### config.mk
export PLATFORM = sky130hd
export DESIGN_NAME = cpu_sequencer_flat
export DESIGN_NICKNAME = d
export VERILOG_FILES = /design/src/rtl/cpu_pkg.sv /design/src/rtl/cpu_sequencer_if.sv /design/src/rtl/cpu_sequencer_pc_reg.sv /design/src/rtl/cpu_sequencer.sv /design/src/flat_wrapper.sv
export SDC_FILE = /design/constraint.sdc
export NUM_CORES = 1
export LEC_CHECK = 0
export ABC_AREA = 1
export BUFFER_PORTS_ARGS = -buffer_cell sky130_fd_sc_hd__buf_2
export CELL_PAD_IN_SITES_DETAIL_PLACEMENT = 1
export CELL_PAD_IN_SITES_GLOBAL_PLACEMENT = 1
export CORE_AREA = 4 4 64 66
export CTS_BUF_LIST = sky130_fd_sc_hd__clkbuf_4 sky130_fd_sc_hd__clkbuf_8
export DETAILED_ROUTE_END_ITERATION = 6
export DIE_AREA = 0 0 68 70
export GPL_TIMING_DRIVEN = 0
export HOLD_SLACK_MARGIN = 0.1
export PLACE_DENSITY_LB_ADDON = 0.08
export SYNTH_ARGS = -nofsm -noshare
export SYNTH_HDL_FRONTEND = slang
export SYNTH_SLANG_ARGS = --single-unit
### constraint.sdc
create_clock -name clk -period 2.4 [get_ports clk]
set_clock_uncertainty 0.05 [all_clocks]
set_input_delay 0.36 -clock clk [delete_from_list [all_inputs] [get_ports clk]]
set_output_delay 0.36 -clock clk [all_outputs]
set_load 0.02 [all_outputs]
### src/rtl/cpu_pkg.sv
// Shared definitions for the fetch/execute sequencer: opcode map, FSM state
// encoding and the instruction-width derivation.
package cpu_pkg;

    localparam int OPCODE_W = 4;

    localparam logic [3:0] OP_ADD  = 4'h0;
    localparam logic [3:0] OP_ADDI = 4'h1;
    localparam logic [3:0] OP_SUB  = 4'h2;
    localparam logic [3:0] OP_SUBI = 4'h3;
    localparam logic [3:0] OP_STA  = 4'h4;
    localparam logic [3:0] OP_JMP  = 4'h5;
    localparam logic [3:0] OP_LDA  = 4'h6;
    localparam logic [3:0] OP_OR   = 4'h7;
    localparam logic [3:0] OP_ORI  = 4'h8;
    localparam logic [3:0] OP_AND  = 4'h9;
    localparam logic [3:0] OP_ANDI = 4'hA;
    localparam logic [3:0] OP_HALT = 4'hF;

    typedef enum logic [2:0] {
        ST_IDLE   = 3'd0,
        ST_FETCH  = 3'd1,
        ST_DECODE = 3'd2,
        ST_EXEC   = 3'd3,
        ST_MEM    = 3'd4,
        ST_WB     = 3'd5,
        ST_HALT   = 3'd6
    } state_t;

    function automatic int instr_width(input int operand_w);
        return OPCODE_W + operand_w;
    endfunction

endpackage

### src/rtl/cpu_sequencer_if.sv
// Bundle of everything the sequencer exchanges with program memory, the control
// unit, the datapath and data RAM. master = sequencer side, slave = environment.
interface cpu_sequencer_if #(
    parameter int ADDR_W    = 4,
    parameter int OPERAND_W = 4,
    parameter int DATA_W    = 8
);
    import cpu_pkg::*;

    localparam int INSTR_W = instr_width(OPERAND_W);

    logic                 run;
    logic [ADDR_W-1:0]    imem_addr;
    logic                 imem_rd;
    logic [INSTR_W-1:0]   imem_data;
    logic [3:0]           opcode;
    logic [OPERAND_W-1:0] operand;
    logic                 mem_read;
    logic                 mem_write;
    logic                 acc_write;
    logic                 pc_load;
    logic                 use_immed;
    logic                 dmem_req;
    logic                 dmem_we;
    logic [OPERAND_W-1:0] dmem_addr;
    logic [DATA_W-1:0]    dmem_rdata;
    logic                 dmem_ack;
    logic [DATA_W-1:0]    mdr_q;
    logic                 alu_b_sel;
    logic                 acc_we;
    logic [ADDR_W-1:0]    pc;
    logic                 halted;

    modport master (
        input  run, imem_data, mem_read, mem_write, acc_write, pc_load, use_immed,
               dmem_rdata, dmem_ack,
        output imem_addr, imem_rd, opcode, operand, dmem_req, dmem_we, dmem_addr,
               mdr_q, alu_b_sel, acc_we, pc, halted
    );

    modport slave (
        output run, imem_data, mem_read, mem_write, acc_write, pc_load, use_immed,
               dmem_rdata, dmem_ack,
        input  imem_addr, imem_rd, opcode, operand, dmem_req, dmem_we, dmem_addr,
               mdr_q, alu_b_sel, acc_we, pc, halted
    );

endinterface

### src/rtl/cpu_sequencer_pc_reg.sv
// Program counter: loads a jump target (truncated or zero-extended to ADDR_W),
// otherwise increments with natural wrap, and holds when not updating.
module pc_reg #(
    parameter int ADDR_W    = 4,
    parameter int OPERAND_W = 4
) (
    input  logic                 clk,
    input  logic                 rst,
    input  logic                 i_update,
    input  logic                 i_load,
    input  logic [OPERAND_W-1:0] i_load_val,
    output logic [ADDR_W-1:0]    o_pc
);

    logic [ADDR_W-1:0] r_pc;
    logic [ADDR_W-1:0] w_load_addr;

    generate
        if (OPERAND_W > ADDR_W) begin : g_trunc
            logic w_unused_hi;
            assign w_unused_hi = ^i_load_val[OPERAND_W-1:ADDR_W];
            assign w_load_addr = i_load_val[ADDR_W-1:0];
        end else if (OPERAND_W == ADDR_W) begin : g_same
            assign w_load_addr = i_load_val;
        end else begin : g_zext
            assign w_load_addr = {{(ADDR_W-OPERAND_W){1'b0}}, i_load_val};
        end
    endgenerate

    always_ff @(posedge clk) begin
        if (rst) begin
            r_pc <= '0;
        end else if (i_update) begin
            r_pc <= i_load ? w_load_addr : r_pc + ADDR_W'(1);
        end
    end

    assign o_pc = r_pc;

endmodule

### src/rtl/cpu_sequencer.sv
// Multi-cycle fetch/execute sequencer: fetches instruction words, presents them to
// the control unit and turns its strobes into timed memory, accumulator and PC actions.
module cpu_sequencer
    import cpu_pkg::*;
#(
    parameter int ADDR_W    = 4,
    parameter int OPERAND_W = 4,
    parameter int DATA_W    = 8
) (
    input  logic            clk,
    input  logic            rst,
    cpu_sequencer_if.master bus
);

    localparam int INSTR_W = instr_width(OPERAND_W);

    state_t               r_state;
    state_t               w_state_next;
    logic [INSTR_W-1:0]   r_ir;
    logic [DATA_W-1:0]    r_mdr;
    logic [ADDR_W-1:0]    w_pc;
    logic [3:0]           w_opcode;
    logic [OPERAND_W-1:0] w_operand;
    logic                 w_mem_op;
    logic                 w_op_phase;

    assign w_opcode   = r_ir[INSTR_W-1 -: OPCODE_W];
    assign w_operand  = r_ir[OPERAND_W-1:0];
    assign w_mem_op   = bus.mem_read | bus.mem_write;
    assign w_op_phase = (r_state == ST_EXEC) || (r_state == ST_MEM) || (r_state == ST_WB);

    always_ff @(posedge clk) begin
        if (rst) begin
            r_state <= ST_IDLE;
            r_ir    <= '0;
            r_mdr   <= '0;
        end else begin
            r_state <= w_state_next;
            if (r_state == ST_DECODE) begin
                r_ir <= bus.imem_data;
            end
            // Acks seen in any other state are deliberately dropped.
            if (r_state == ST_MEM && bus.dmem_ack && bus.mem_read) begin
                r_mdr <= bus.dmem_rdata;
            end
        end
    end

    always_comb begin
        w_state_next = r_state;
        case (r_state)
            ST_IDLE:   if (bus.run) w_state_next = ST_FETCH;
            ST_FETCH:  w_state_next = ST_DECODE;
            ST_DECODE: w_state_next = ST_EXEC;
            ST_EXEC: begin
                if (w_opcode == OP_HALT) w_state_next = ST_HALT;
                else if (w_mem_op)       w_state_next = ST_MEM;
                else                     w_state_next = ST_WB;
            end
            ST_MEM:    if (bus.dmem_ack) w_state_next = ST_WB;
            ST_WB:     w_state_next = bus.run ? ST_FETCH : ST_IDLE;
            ST_HALT:   w_state_next = ST_HALT;
            default:   w_state_next = ST_IDLE;
        endcase
    end

    pc_reg #(
        .ADDR_W    (ADDR_W),
        .OPERAND_W (OPERAND_W)
    ) u_pc_reg (
        .clk        (clk),
        .rst        (rst),
        .i_update   (r_state == ST_WB),
        .i_load     (bus.pc_load),
        .i_load_val (w_operand),
        .o_pc       (w_pc)
    );

    assign bus.imem_addr = w_pc;
    assign bus.imem_rd   = (r_state == ST_FETCH);
    assign bus.opcode    = w_opcode;
    assign bus.operand   = w_operand;
    assign bus.dmem_req  = (r_state == ST_MEM);
    assign bus.dmem_we   = (r_state == ST_MEM) && bus.mem_write;
    assign bus.dmem_addr = w_operand;
    assign bus.mdr_q     = r_mdr;
    assign bus.alu_b_sel = w_op_phase && bus.use_immed;
    assign bus.acc_we    = (r_state == ST_WB) && bus.acc_write;
    assign bus.pc        = w_pc;
    assign bus.halted    = (r_state == ST_HALT);

endmodule

### src/flat_wrapper.sv
// flat-port wrapper written by rule: the top's interface ports become plain ports
module cpu_sequencer_flat import cpu_pkg::*;
#(
    parameter int ADDR_W    = 4,
    parameter int OPERAND_W = 4,
    parameter int DATA_W    = 8
)
  (clk, rst, bus_run, bus_imem_data, bus_mem_read, bus_mem_write, bus_acc_write, bus_pc_load, bus_use_immed, bus_dmem_rdata, bus_dmem_ack, bus_imem_addr, bus_imem_rd, bus_opcode, bus_operand, bus_dmem_req, bus_dmem_we, bus_dmem_addr, bus_mdr_q, bus_alu_b_sel, bus_acc_we, bus_pc, bus_halted);
  cpu_sequencer_if #(.ADDR_W(ADDR_W), .OPERAND_W(OPERAND_W), .DATA_W(DATA_W)) bus_i ();
  input  logic clk;
  input  logic rst;
  input wire logic [$bits(bus_i.run)-1:0] bus_run;
  input wire logic [$bits(bus_i.imem_data)-1:0] bus_imem_data;
  input wire logic [$bits(bus_i.mem_read)-1:0] bus_mem_read;
  input wire logic [$bits(bus_i.mem_write)-1:0] bus_mem_write;
  input wire logic [$bits(bus_i.acc_write)-1:0] bus_acc_write;
  input wire logic [$bits(bus_i.pc_load)-1:0] bus_pc_load;
  input wire logic [$bits(bus_i.use_immed)-1:0] bus_use_immed;
  input wire logic [$bits(bus_i.dmem_rdata)-1:0] bus_dmem_rdata;
  input wire logic [$bits(bus_i.dmem_ack)-1:0] bus_dmem_ack;
  output wire logic [$bits(bus_i.imem_addr)-1:0] bus_imem_addr;
  output wire logic [$bits(bus_i.imem_rd)-1:0] bus_imem_rd;
  output wire logic [$bits(bus_i.opcode)-1:0] bus_opcode;
  output wire logic [$bits(bus_i.operand)-1:0] bus_operand;
  output wire logic [$bits(bus_i.dmem_req)-1:0] bus_dmem_req;
  output wire logic [$bits(bus_i.dmem_we)-1:0] bus_dmem_we;
  output wire logic [$bits(bus_i.dmem_addr)-1:0] bus_dmem_addr;
  output wire logic [$bits(bus_i.mdr_q)-1:0] bus_mdr_q;
  output wire logic [$bits(bus_i.alu_b_sel)-1:0] bus_alu_b_sel;
  output wire logic [$bits(bus_i.acc_we)-1:0] bus_acc_we;
  output wire logic [$bits(bus_i.pc)-1:0] bus_pc;
  output wire logic [$bits(bus_i.halted)-1:0] bus_halted;
  assign bus_i.run = bus_run;
  assign bus_i.imem_data = bus_imem_data;
  assign bus_i.mem_read = bus_mem_read;
  assign bus_i.mem_write = bus_mem_write;
  assign bus_i.acc_write = bus_acc_write;
  assign bus_i.pc_load = bus_pc_load;
  assign bus_i.use_immed = bus_use_immed;
  assign bus_i.dmem_rdata = bus_dmem_rdata;
  assign bus_i.dmem_ack = bus_dmem_ack;
  assign bus_imem_addr = bus_i.imem_addr;
  assign bus_imem_rd = bus_i.imem_rd;
  assign bus_opcode = bus_i.opcode;
  assign bus_operand = bus_i.operand;
  assign bus_dmem_req = bus_i.dmem_req;
  assign bus_dmem_we = bus_i.dmem_we;
  assign bus_dmem_addr = bus_i.dmem_addr;
  assign bus_mdr_q = bus_i.mdr_q;
  assign bus_alu_b_sel = bus_i.alu_b_sel;
  assign bus_acc_we = bus_i.acc_we;
  assign bus_pc = bus_i.pc;
  assign bus_halted = bus_i.halted;
  cpu_sequencer #(.ADDR_W(ADDR_W), .OPERAND_W(OPERAND_W), .DATA_W(DATA_W)) u_core (.clk(clk), .rst(rst), .bus(bus_i));
endmodule
# After elaboration in Yosys (flattened, before gate mapping)
# Index checks and enable logic that the tools add are counted.
# W data, S select, Z words.
# totals
ff_bits	23
latch_bits	0
mem_bits_rw	0
rom_bits	0
word_cells	31
mem_count	0
# classes
add_sub_neg	1
mul	0
div_mod_pow	0
n_lt_le_gt_ge	0
eq_ne	9
shifts	0
mux	7
bitwise	1
reduce_logical	9
# op_table
op	count
$pmux W3 S7	1
$eq A3 B3 Y1 const B	3
$mux W3	3
$eq A3 B2 Y1 const B	2
$logic_and A1 B1 Y1	5
$add A4 B1 Y4 const B	1
$eq A4 B4 Y1 const B	1
$mux W4	1
$ne A2 B2 Y1 const B	2
$eq A3 B1 Y1 const B	1
$logic_not A3 Y1	1
$logic_or A1 B1 Y1	2
$mux W1	2
$reduce_and A2 Y1	1
$or A1 B1 Y1	1

# Logic depth before layout (Yosys ltp)
# Gate-level depths: netlist of run 1.
# logic_depth
word_depth	4
depth_mapped	7
ltp_nobuf	7

# Modules after synthesis
# From an unflattened synthesis of run 1, not the netlist that was laid out.
# hier_totals
hier_cells	172
area_unflattened_um2	1163.6
# by_module_without_submodules
module	n_inst	cells_each	area_each_um2	seq_area_each_um2
cpu_sequencer	1	139	940.9	380.4
pc_reg	1	33	222.7	80.1

# Worst setup path before layout of run 1
# No wires, ideal clock.
# synth_path
kind	flip-flop to output port
from	register u_core.r_state[1]
to	output port bus_alu_b_sel
t_arrival_ps	952
required_time_ps	1990
path_slack_ps	1038
path_stages_with_launch	6
path_buffers	0
path_cell_list	dfxtp_1 > inv_2 > nand3_2 > inv_2 > o21ai_1 > inv_1
# synth_via
elab_chain_len	4
elab_cells_between_ends	6
cone_classes	eq/ne: 3; reduce/logical: 3
# synth_lines
element	line	text
start, declared	cpu_sequencer.sv:17	state_t r_state;
start signal, assigned	cpu_sequencer.sv:38	r_state <= w_state_next;
$eq A3 B2 Y1 or $eq A3 B3 Y1 (tied branches)	cpu_sequencer.sv:30	assign w_op_phase = (r_state == ST_EXEC) || (r_state == ST_MEM) || (r_state == ST_WB);
$logic_or A1 B1 Y1	cpu_sequencer.sv:30	
$logic_or A1 B1 Y1 *	cpu_sequencer.sv:30	
$logic_and A1 B1 Y1 *	cpu_sequencer.sv:87	assign bus.alu_b_sel = w_op_phase && bus.use_immed;
end, declared	flat_wrapper.sv:29	output wire logic [$bits(bus_i.alu_b_sel)-1:0] bus_alu_b_sel;
# Mark *: on every way between the ends. The rest lies on a longest branch, timed or not.

# Worst setup path in the final report of run 1
# Same ends and word-level chain as after synthesis.

==> results.tsv, run 1 <==
stage	metric	value	unit
finish	n_antenna_cell	0	
power_and_ir_drop	leakagePower	0.000734	uW
worst_setup_path	crit_type	flop to primary output	
yosys	synthTopCellsByArea	dfxtp_1, a21oi_1, nand2_1, o21ai_0, nand4_1	
yosys	ys_seq_elements	23	
timing	slew_violations	0	
floorplanning	io_pins	59	
yosys	syn_area	1120	sq um
finish	fin_nets	237	
yosys	avgSynthCellArea	7.45	sq um
clock_network	clkLatencyLatePin	0.31	ns
finish	syn_to_final_growth	32.9	%
global_routing	grt_overflow	0	
floorplanning	placementRows	22	
route	drt_iter0_drc	33	
finish	final_area	1490	sq um
timing	finalSetupTns	0	ns
finish	drive_gt1_frac	0.390	
clock_network	hold_buffers	0	
finish	final_common_cell	buf_2	
route	viasPerCell	4.70	
route	remaining_drc_errors	0	
clock_network	clockBufferDepth	2	
worst_setup_path	crit_top_cell	inv_2	
timing	max_slew_margin	0.666	
floorplanning	coreArea	3580	sq um
floorplanning	fp.dieH	70	um
status	status	complete, no violations	
yosys	ys_types	23	
timing	rsz0062_at_grt	false	
worst_setup_path	crit_path_max_incr_delay	0.56	ns
worst_setup_path	crit_chain	inv_2 -> nand3_2 -> inv_2 -> o21ai_1 -> inv_1 -> buf_2	
timing	timing.fmax	518	MHz
timing	min_period_over_period	0.805	
finish	fill_cells	490	
worst_setup_path	arrival	1.52	ns
route	drt-pass1-iter-count	4	
clock_network	cts_tree	done	
worst_setup_path	required	1.99	ns
floorplanning	initial_core_util	0.312	
worst_setup_path	crit_slowest_cell	dfxtp_1	
worst_setup_path	critPathLaunchType	flop	
global_routing	grt_start_max_net_pins	14	
flow_run	cap_violations	0	
worst_setup_path	reg2reg_depth	5	
yosys	netlist.area_leader.share	0.412	
hold_path	worstHoldPathType	input port to flop	
worst_setup_path	endpoint_kind	primary output	
placed_design	gp_congestion	0.851	
global_routing	grt_usage	0.135	
route	wl_per_cell	12.3	um
worst_setup_path	path_max_fanout	7	
route	vias	1213	
clock_network	cts-root-buf	clkbuf_4	
power_and_ir_drop	ir_drop	0.000301	V
floorplanning	dieArea	4760	sq um
global_routing	grt_pass1_wl	5.14	mm
placed_design	placed_cell_area	1460	sq um
yosys	yosys.area.top_type	dfxtp_1	
clock_network	post_cts_buffers	0	
timing	hold_violations	0	
global_routing	grt_pass1_vias	1153	
yosys	syn_nets	176	
route	detail-route-antenna-nets	0	
worst_setup_path	crit_cells	6	
hold_path	hold_depth	2	
placed_design	dp_hpwl	2.51	mm
route	wl	3.16	mm
worst_setup_path	critPathTopFamily	flip-flops	
yosys	ys_seq_area_frac	0.412	
clock_network	htree_levels	1	
timing	worstMarginPinSlew	0.501	ns
clock_network	cts_buffers	3	
placed_design	port_buffers	56	
global_routing	antenna_found_initial	0	
clock_network	cts.sinks	23	
finish	mostFrequentLayoutCells	buf_2, dfxtp_1, nand2_1, a21oi_1, inv_1	
timing	min_period	1.93	ns
yosys	syn_inst	150	
clock_network	cts_resized	0	
clock_network	clk_pin_slew	0.13	ns
power_and_ir_drop	powerDensity	576	nW/um^2
worst_setup_path	crit_buf_inv	4	
yosys	synth_warnings	0	
floorplanning	die_x	68	um
timing	setup-violations-final	0	
logic make-up (layout without fill, tap and decap cells):
family / count (synthesis) / in the layout / synth area share
fa+ha+maj: 1 / 1 / 0.0112
compound gates: 39 / 39 / 0.177
flops: 23 / 23 / 0.412
buf+inv: 33 / 93 / 0.149
simple gates: 54 / 54 / 0.251
synth_stat cells:
master	instances
o21ai_1	4
nand3b_1	2
nand4_1	10
inv_1	16
dfxtp_1	23
ha_1	1
nor2_1	13
buf_6	1
o211ai_1	1
inv_4	1
nand4_2	1
nand3_1	3
nor2_4	1
o21ai_0	14
inv_2	4
clkbuf_1	1
buf_4	8
nand3_4	1
nand2_2	2
a21oi_1	20
buf_2	2
nand2_1	20
nand3_2	1
stage by stage:
step / util / std cells / power (uW) / hold WS, ns / setup WS [ns]
finish: 0.415 / 258 / 855 / 0.198 / 0.469
global route: 0.415 / 258 / 914 / 0.181 / 0.299
CTS: 0.415 / 258 / 875 / 0.174 / 0.430
floorplan: - / 150 / 606 / 0.379 / 1.04
detailed placement: 0.407 / 254 / 687 / 0.404 / 0.811
global placement: 0.407 / 254 / 682 / 0.398 / 0.829
final timing paths:
kind                                        start                 endpoint  slack [ns]
worst max-delay path            u_core.r_state[1]            bus_alu_b_sel        0.47
worst min-delay path                          rst      u_core.bus.mdr_q[0]        0.20
worst max register to register  u_core.r_state[1]  u_core.u_pc_reg.o_pc[1]        1.15
worst min register to register     u_core.r_ir[7]           u_core.r_ir[7]        0.42
flip-flops by register name, summed over array words and instances, names as in the netlist:
signal                flops
u_core.u_pc_reg.o_pc      4
u_core.r_state            3
u_core.bus.mdr_q          8
u_core.r_ir               8
worst reg2reg max path: cells and delay by family, from the launching register on:
| kind | cells | cell delay [ns] |
|---|---|---|
| buffers and inverters | 2 | 0.17 |
| AO/OA/AOI/OAI | 1 | 0.16 |
| flip-flops | 1 | 0.56 |
| AND/OR/NAND/NOR | 2 | 0.23 |
cell type report:
| cell class | count | area [sq um] | share of cell area |
|---|---|---|---|
| multi-input combinational | 94 | 490 | 0.330 |
| sequential | 23 | 460 | 0.310 |
| timing repair buffer | 56 | 280 | 0.189 |
| buffer | 12 | 85.1 | 0.0573 |
| inverter | 21 | 81.3 | 0.0548 |
| tap | 48 | 60.1 | 0.0404 |
| clock buffer | 3 | 22.5 | 0.0152 |
| clock inverter | 1 | 5.00 | 0.00337 |
layer usage:
| layer | vias to the layer above | global-route usage | share of wire |
|---|---|---|---|
| met1 | 575 | 0.171 | 0.44 |
| met3 | 2 | 0.0257 | 0.044 |
| li1 | 612 | - | - |
| met4 | 0 | 0.0397 | 0.0047 |
| met2 | 24 | 0.227 | 0.51 |
| met5 | - | 0 | 0 |
power by group:
part / switching, uW / leakage [uW] / internal (uW)
logic: 143 / 0.000529 / 91.8
clock network: 117 / 0.0000177 / 62.2
registers: 31.2 / 0.000187 / 410
total: 291 / 0.000734 / 564
(Power assumes the default switching activity.)
==> run 2, diff against run 1 <==
--- a/config.mk
+++ b/config.mk
@@ -9,10 +9,10 @@
 export BUFFER_PORTS_ARGS = -buffer_cell sky130_fd_sc_hd__buf_2
 export CELL_PAD_IN_SITES_DETAIL_PLACEMENT = 1
 export CELL_PAD_IN_SITES_GLOBAL_PLACEMENT = 1
-export CORE_AREA = 4 4 64 66
+export CORE_AREA = 4 4 69 71
 export CTS_BUF_LIST = sky130_fd_sc_hd__clkbuf_4 sky130_fd_sc_hd__clkbuf_8
 export DETAILED_ROUTE_END_ITERATION = 6
-export DIE_AREA = 0 0 68 70
+export DIE_AREA = 0 0 73 75
 export GPL_TIMING_DRIVEN = 0
 export HOLD_SLACK_MARGIN = 0.1
 export PLACE_DENSITY_LB_ADDON = 0.08
==> constraint.sdc (replaced) <==
create_clock -name clk -period 1.55 [get_ports clk]
set_clock_uncertainty 0.05 [all_clocks]
set_input_delay 0.2325 -clock clk [delete_from_list [all_inputs] [get_ports clk]]
set_output_delay 0.2325 -clock clk [all_outputs]
set_load 0.02 [all_outputs]
==> results.tsv, run 2 (synthesis gave the netlist of run 1 again) <==
stage	metric	value	unit
status	status	complete, no violations	
clock_network	clockBufferDepth	2	
route	viasPerCell	4.62	
route	wl	3.43	mm
floorplanning	die_x	73	um
timing	min_period	1.49	ns
flow_run	cap_violations	0	
clock_network	cts.sinks	23	
global_routing	grt_pass1_vias	1198	
placed_design	pre_cts_ws	0.0763	ns
global_routing	grt_overflow	0	
finish	mostFrequentLayoutCells	buf_2, nand2_1, a21oi_1, dfxtp_1, inv_1	
worst_setup_path	critPathLaunch	u_core.r_state[2]	
hold_path	worstHoldPathType	input port to flop	
floorplanning	initial_core_util	0.264	
power_and_ir_drop	ir_drop	0.000317	V
placed_design	gp_congestion	0.831	
timing	rsz0062_at_grt	true	
finish	drive_gt1_frac	0.431	
timing	setup-violations-final	0	
timing	setup_slack	0.0581	ns
worst_setup_path	crit_buf_inv	3	
route	detail-route-antenna-nets	0	
finish	final_common_cell	buf_2	
timing	worstMarginPinSlew	0.491	ns
worst_setup_path	reg2reg_from	u_core.r_state[0]	
timing	timing.fmax	670	MHz
placed_design	dp_hpwl	2.58	mm
finish	final_area	1640	sq um
floorplanning	coreArea	4230	sq um
worst_setup_path	crit_type	flop to primary output	
floorplanning	placementRows	24	
global_routing	antenna_found_initial	0	
clock_network	cts-root-buf	clkbuf_8	
finish	fin_nets	243	
finish	n_antenna_cell	0	
global_routing	grt_pass1_wl	5.33	mm
route	drt-pass1-iter-count	2	
global_routing	grt_start_max_net_pins	14	
worst_setup_path	critPathTopFamily	flip-flops	
finish	syn_to_final_growth	46.4	%
route	drt_iter0_drc	31	
worst_setup_path	critPathLaunchType	flop	
clock_network	cts_buffers	3	
clock_network	clk_pin_slew	0.09	ns
floorplanning	dieArea	5480	sq um
timing	finalSetupTns	0	ns
timing	max_slew_margin	0.673	
placed_design	placed_cell_area	1460	sq um
worst_setup_path	required	1.27	ns
route	vias	1239	
worst_setup_path	arrival	1.21	ns
worst_setup_path	path_max_fanout	4	
clock_network	htree_levels	1	
placed_design	port_buffers	56	
clock_network	clkLatencyLatePin	0.27	ns
timing	min_period_over_period	0.963	
finish	fill_cells	543	
finish	fin_util	0.386	
floorplanning	io_pins	59	
worst_setup_path	crit_slowest_cell	dfxtp_4	
route	wl_per_cell	12.8	um
worst_setup_path	crit_chain	inv_6 -> nand2_8 -> o21ai_4 -> o21ai_2 -> inv_1 -> buf_6	
global_routing	grt_usage	0.121	
route	remaining_drc_errors	0	
worst_setup_path	crit_path_max_incr_delay	0.39	ns
clock_network	hold_buffers	0	
hold_path	hp-start	rst	
timing	hold_violations	0	
worst_setup_path	endpoint_kind	primary output	
clock_network	cts_tree	done	
power_and_ir_drop	leakagePower	0.000793	uW
timing	slew_violations	0	
power_and_ir_drop	powerDensity	928	nW/um^2
floorplanning	fp.dieH	75	um
## run 2: cell type report
class                   instances  area (sq um)  share of cell area
multi-input cells              94           532               0.325
flip-flops and latches         23           472               0.288
repair buffers                 62           344               0.210
inverters                      21          91.3              0.0559
plain buffers                  12          85.1              0.0520
well taps                      52          65.1              0.0398
clock buffers                   3          41.3              0.0252
clock inverters                 1          5.00             0.00306
## run 2: through the flow
stage          hold WS (ns)  cells  power, uW
6_report              0.125    268       1520
5_1_grt               0.133    268       1610
4_1_cts               0.120    264       1480
3_5_place_dp          0.409    258       1070
3_3_place_gp          0.400    258       1060
2_1_floorplan         0.252    150        938
## run 2: report_power, final
part / switching (uW) / internal (uW) / leakage [uW]
Sequential: 55.1 / 637 / 0.000189
Combinational: 255 / 195 / 0.000578
Clock: 197 / 180 / 0.0000255
Total: 507 / 1010 / 0.000793
## run 2: final timing paths
kind	slack (ns)	cells past startpoint	to
max	0.06	6	bus_alu_b_sel
min	0.12	2	u_core.u_pc_reg.o_pc[3]
max reg2reg	0.33	5	u_core.bus.mdr_q[4]
min reg2reg	0.42	2	u_core.bus.mdr_q[0]
## run 2: timing repair
action                     CTS  global route
setup buffers                2             4
pin swaps                    0             2
setup endpoints to repair    2             1
gates resized for setup     10             9
## run 2: metal layers
| metal | global-route usage | up-vias | routed length, um |
|---|---|---|---|
| met5 | 0 | - | 0 |
| met1 | 0.150 | 583 | 1430 |
| met2 | 0.214 | 28 | 1790 |
| li1 | - | 624 | - |
| met4 | 0.0430 | 0 | 39 |
| met3 | 0.0187 | 4 | 169 |
==> run 3, diff against run 2 <==
--- a/config.mk
+++ b/config.mk
@@ -9,10 +9,10 @@
 export BUFFER_PORTS_ARGS = -buffer_cell sky130_fd_sc_hd__buf_2
 export CELL_PAD_IN_SITES_DETAIL_PLACEMENT = 1
 export CELL_PAD_IN_SITES_GLOBAL_PLACEMENT = 1
-export CORE_AREA = 4 4 69 71
+export CORE_AREA = 4 4 66 68
 export CTS_BUF_LIST = sky130_fd_sc_hd__clkbuf_4 sky130_fd_sc_hd__clkbuf_8
 export DETAILED_ROUTE_END_ITERATION = 6
-export DIE_AREA = 0 0 73 75
+export DIE_AREA = 0 0 70 72
 export GPL_TIMING_DRIVEN = 0
 export HOLD_SLACK_MARGIN = 0.1
 export PLACE_DENSITY_LB_ADDON = 0.08
==> constraint.sdc (replaced) <==
create_clock -name clk -period 1.5 [get_ports clk]
set_clock_uncertainty 0.05 [all_clocks]
set_input_delay 0.225 -clock clk [delete_from_list [all_inputs] [get_ports clk]]
set_output_delay 0.225 -clock clk [all_outputs]
set_load 0.02 [all_outputs]
==> results.tsv, run 3 (synthesis gave the netlist of run 1 again) <==
stage	metric	value	unit
status	status	complete, no violations	
finish	mostFrequentLayoutCells	buf_2, nand2_1, a21oi_1, dfxtp_1, inv_1	
clock_network	clkLatencyLatePin	0.26	ns
floorplanning	coreArea	3860	sq um
finish	final_area	1570	sq um
clock_network	cts.sinks	23	
clock_network	clockBufferDepth	2	
global_routing	grt_pass1_vias	1242	
flow_run	cap_violations	0	
route	wl_per_cell	12.3	um
worst_setup_path	path_max_fanout	6	
finish	fin_cells	263	
global_routing	grt_usage	0.131	
route	viasPerCell	4.55	
worst_setup_path	arrival	1.20	ns
placed_design	gp_congestion	0.821	
clock_network	htree_levels	1	
global_routing	grt_start_max_net_pins	14	
finish	fill_cells	509	
timing	max_slew_margin	0.682	
worst_setup_path	critPathLaunch	u_core.r_state[2]	
timing	min_period_over_period	0.984	
hold_path	worstHoldPathType	input port to flop	
worst_setup_path	reg2reg_from	u_core.r_state[0]	
clock_network	cts-root-buf	clkbuf_8	
route	vias	1196	
floorplanning	fp.dieH	72	um
global_routing	grt_overflow	0	
timing	timing.fmax	678	MHz
timing	hold_violations	0	
timing	setup-violations-final	0	
global_routing	grt_pass1_wl	5.56	mm
floorplanning	dieArea	5040	sq um
timing	finalSetupTns	0	ns
finish	n_antenna_cell	0	
floorplanning	die_x	70	um
worst_setup_path	endpoint_kind	primary output	
placed_design	port_buffers	56	
placed_design	placed_cell_area	1460	sq um
power_and_ir_drop	ir_drop	0.000380	V
finish	syn_to_final_growth	40.4	%
finish	final_common_cell	buf_2	
placed_design	dp_hpwl	2.55	mm
hold_path	hp-start	rst	
placed_design	dp_cells	256	
route	wl	3.22	mm
worst_setup_path	required	1.22	ns
route	drt_iter0_drc	45	
timing	hold_slack	0.115	ns
power_and_ir_drop	powerDensity	961	nW/um^2
timing	setup_slack	0.0241	ns
timing	worstMarginPinSlew	0.477	ns
floorplanning	placementRows	23	
worst_setup_path	crit_type	flop to primary output	
placed_design	pre_cts_ws	0.0429	ns
global_routing	antenna_found_initial	0	
finish	drive_gt1_frac	0.418	
clock_network	cts_tree	done	
floorplanning	initial_core_util	0.290	
timing	min_period	1.48	ns
timing	slew_violations	0	
finish	fin_nets	240	
clock_network	clk_pin_slew	0.08	ns
floorplanning	io_pins	59	
route	drt-pass1-iter-count	4	
clock_network	cts_buffers	3	
timing	rsz0062_at_grt	true	
worst_setup_path	critPathLaunchType	flop	
power_and_ir_drop	leakagePower	0.000769	uW
route	remaining_drc_errors	0	
route	detail-route-antenna-nets	0	
[run 3: cell types whose count changed in the layout (fill, tap and decap cells not counted), sizes merged]
cell | previous run | this run
buf | 73 | 70
[run 3: what timing repair did]
item / CTS / global route
pin swaps: 1 / 1
resized for setup: 12 / 1
setup endpoints to repair: 5 / 3
setup buffers: 2 / 1
hold buffers: 0 / 0
hold endpoints to repair: 0 / 0
[run 3: worst max-delay path, cell delays in order (launching register included)]
cell and delay, ns:
dfxtp_4 0.41, inv_4 0.07, nand2_4 0.09, o21ai_2 0.06, o21ai_1 0.11, inv_1 0.05, buf_4 0.15
[run 3: final timing paths]
path / end / slack, ns / cells past startpoint
setup reg to reg: u_core.bus.mdr_q[6] / 0.27 / 5
setup / recovery: bus_alu_b_sel / 0.02 / 6
hold / removal: u_core.u_pc_reg.o_pc[3] / 0.12 / 2
hold reg to reg: u_core.r_ir[6] / 0.41 / 2
[run 3: final cells by class]
| type | instances | area, sq um | area share |
|---|---|---|---|
| Tap cell | 50 | 62.6 | 0.0399 |
| Timing Repair Buffer | 59 | 308 | 0.196 |
| Multi-Input combinational cell | 94 | 512 | 0.326 |
| Clock inverter | 1 | 5.00 | 0.00319 |
| Buffer | 12 | 85.1 | 0.0542 |
| Sequential cell | 23 | 472 | 0.301 |
| Clock buffer | 3 | 41.3 | 0.0263 |
| Inverter | 21 | 83.8 | 0.0534 |
[run 3: stage by stage]
stage	power (uW)	util
3_5_place_dp	1100	0.379
2_1_floorplan	969	-
4_1_cts	1530	0.404
5_1_grt	1610	0.407
6_report	1510	0.407
3_3_place_gp	1090	0.379
[run 3: power by group]
group          switching (uW)  total (uW)  leakage (uW)  internal (uW)
logic                     248         418      0.000555            169
registers                48.5         707      0.000189            658
clock network             198         383     0.0000255            185
total                     495        1510      0.000769           1010
[run 3: layer usage]
layer  vias to the layer above  GRT usage  routed length, um
met5                         -          0                  0
met4                         0     0.0383                 20
met3                         2     0.0263                163
met2                        28      0.240               1650
met1                       548      0.155               1390
li1                        618          -                  -
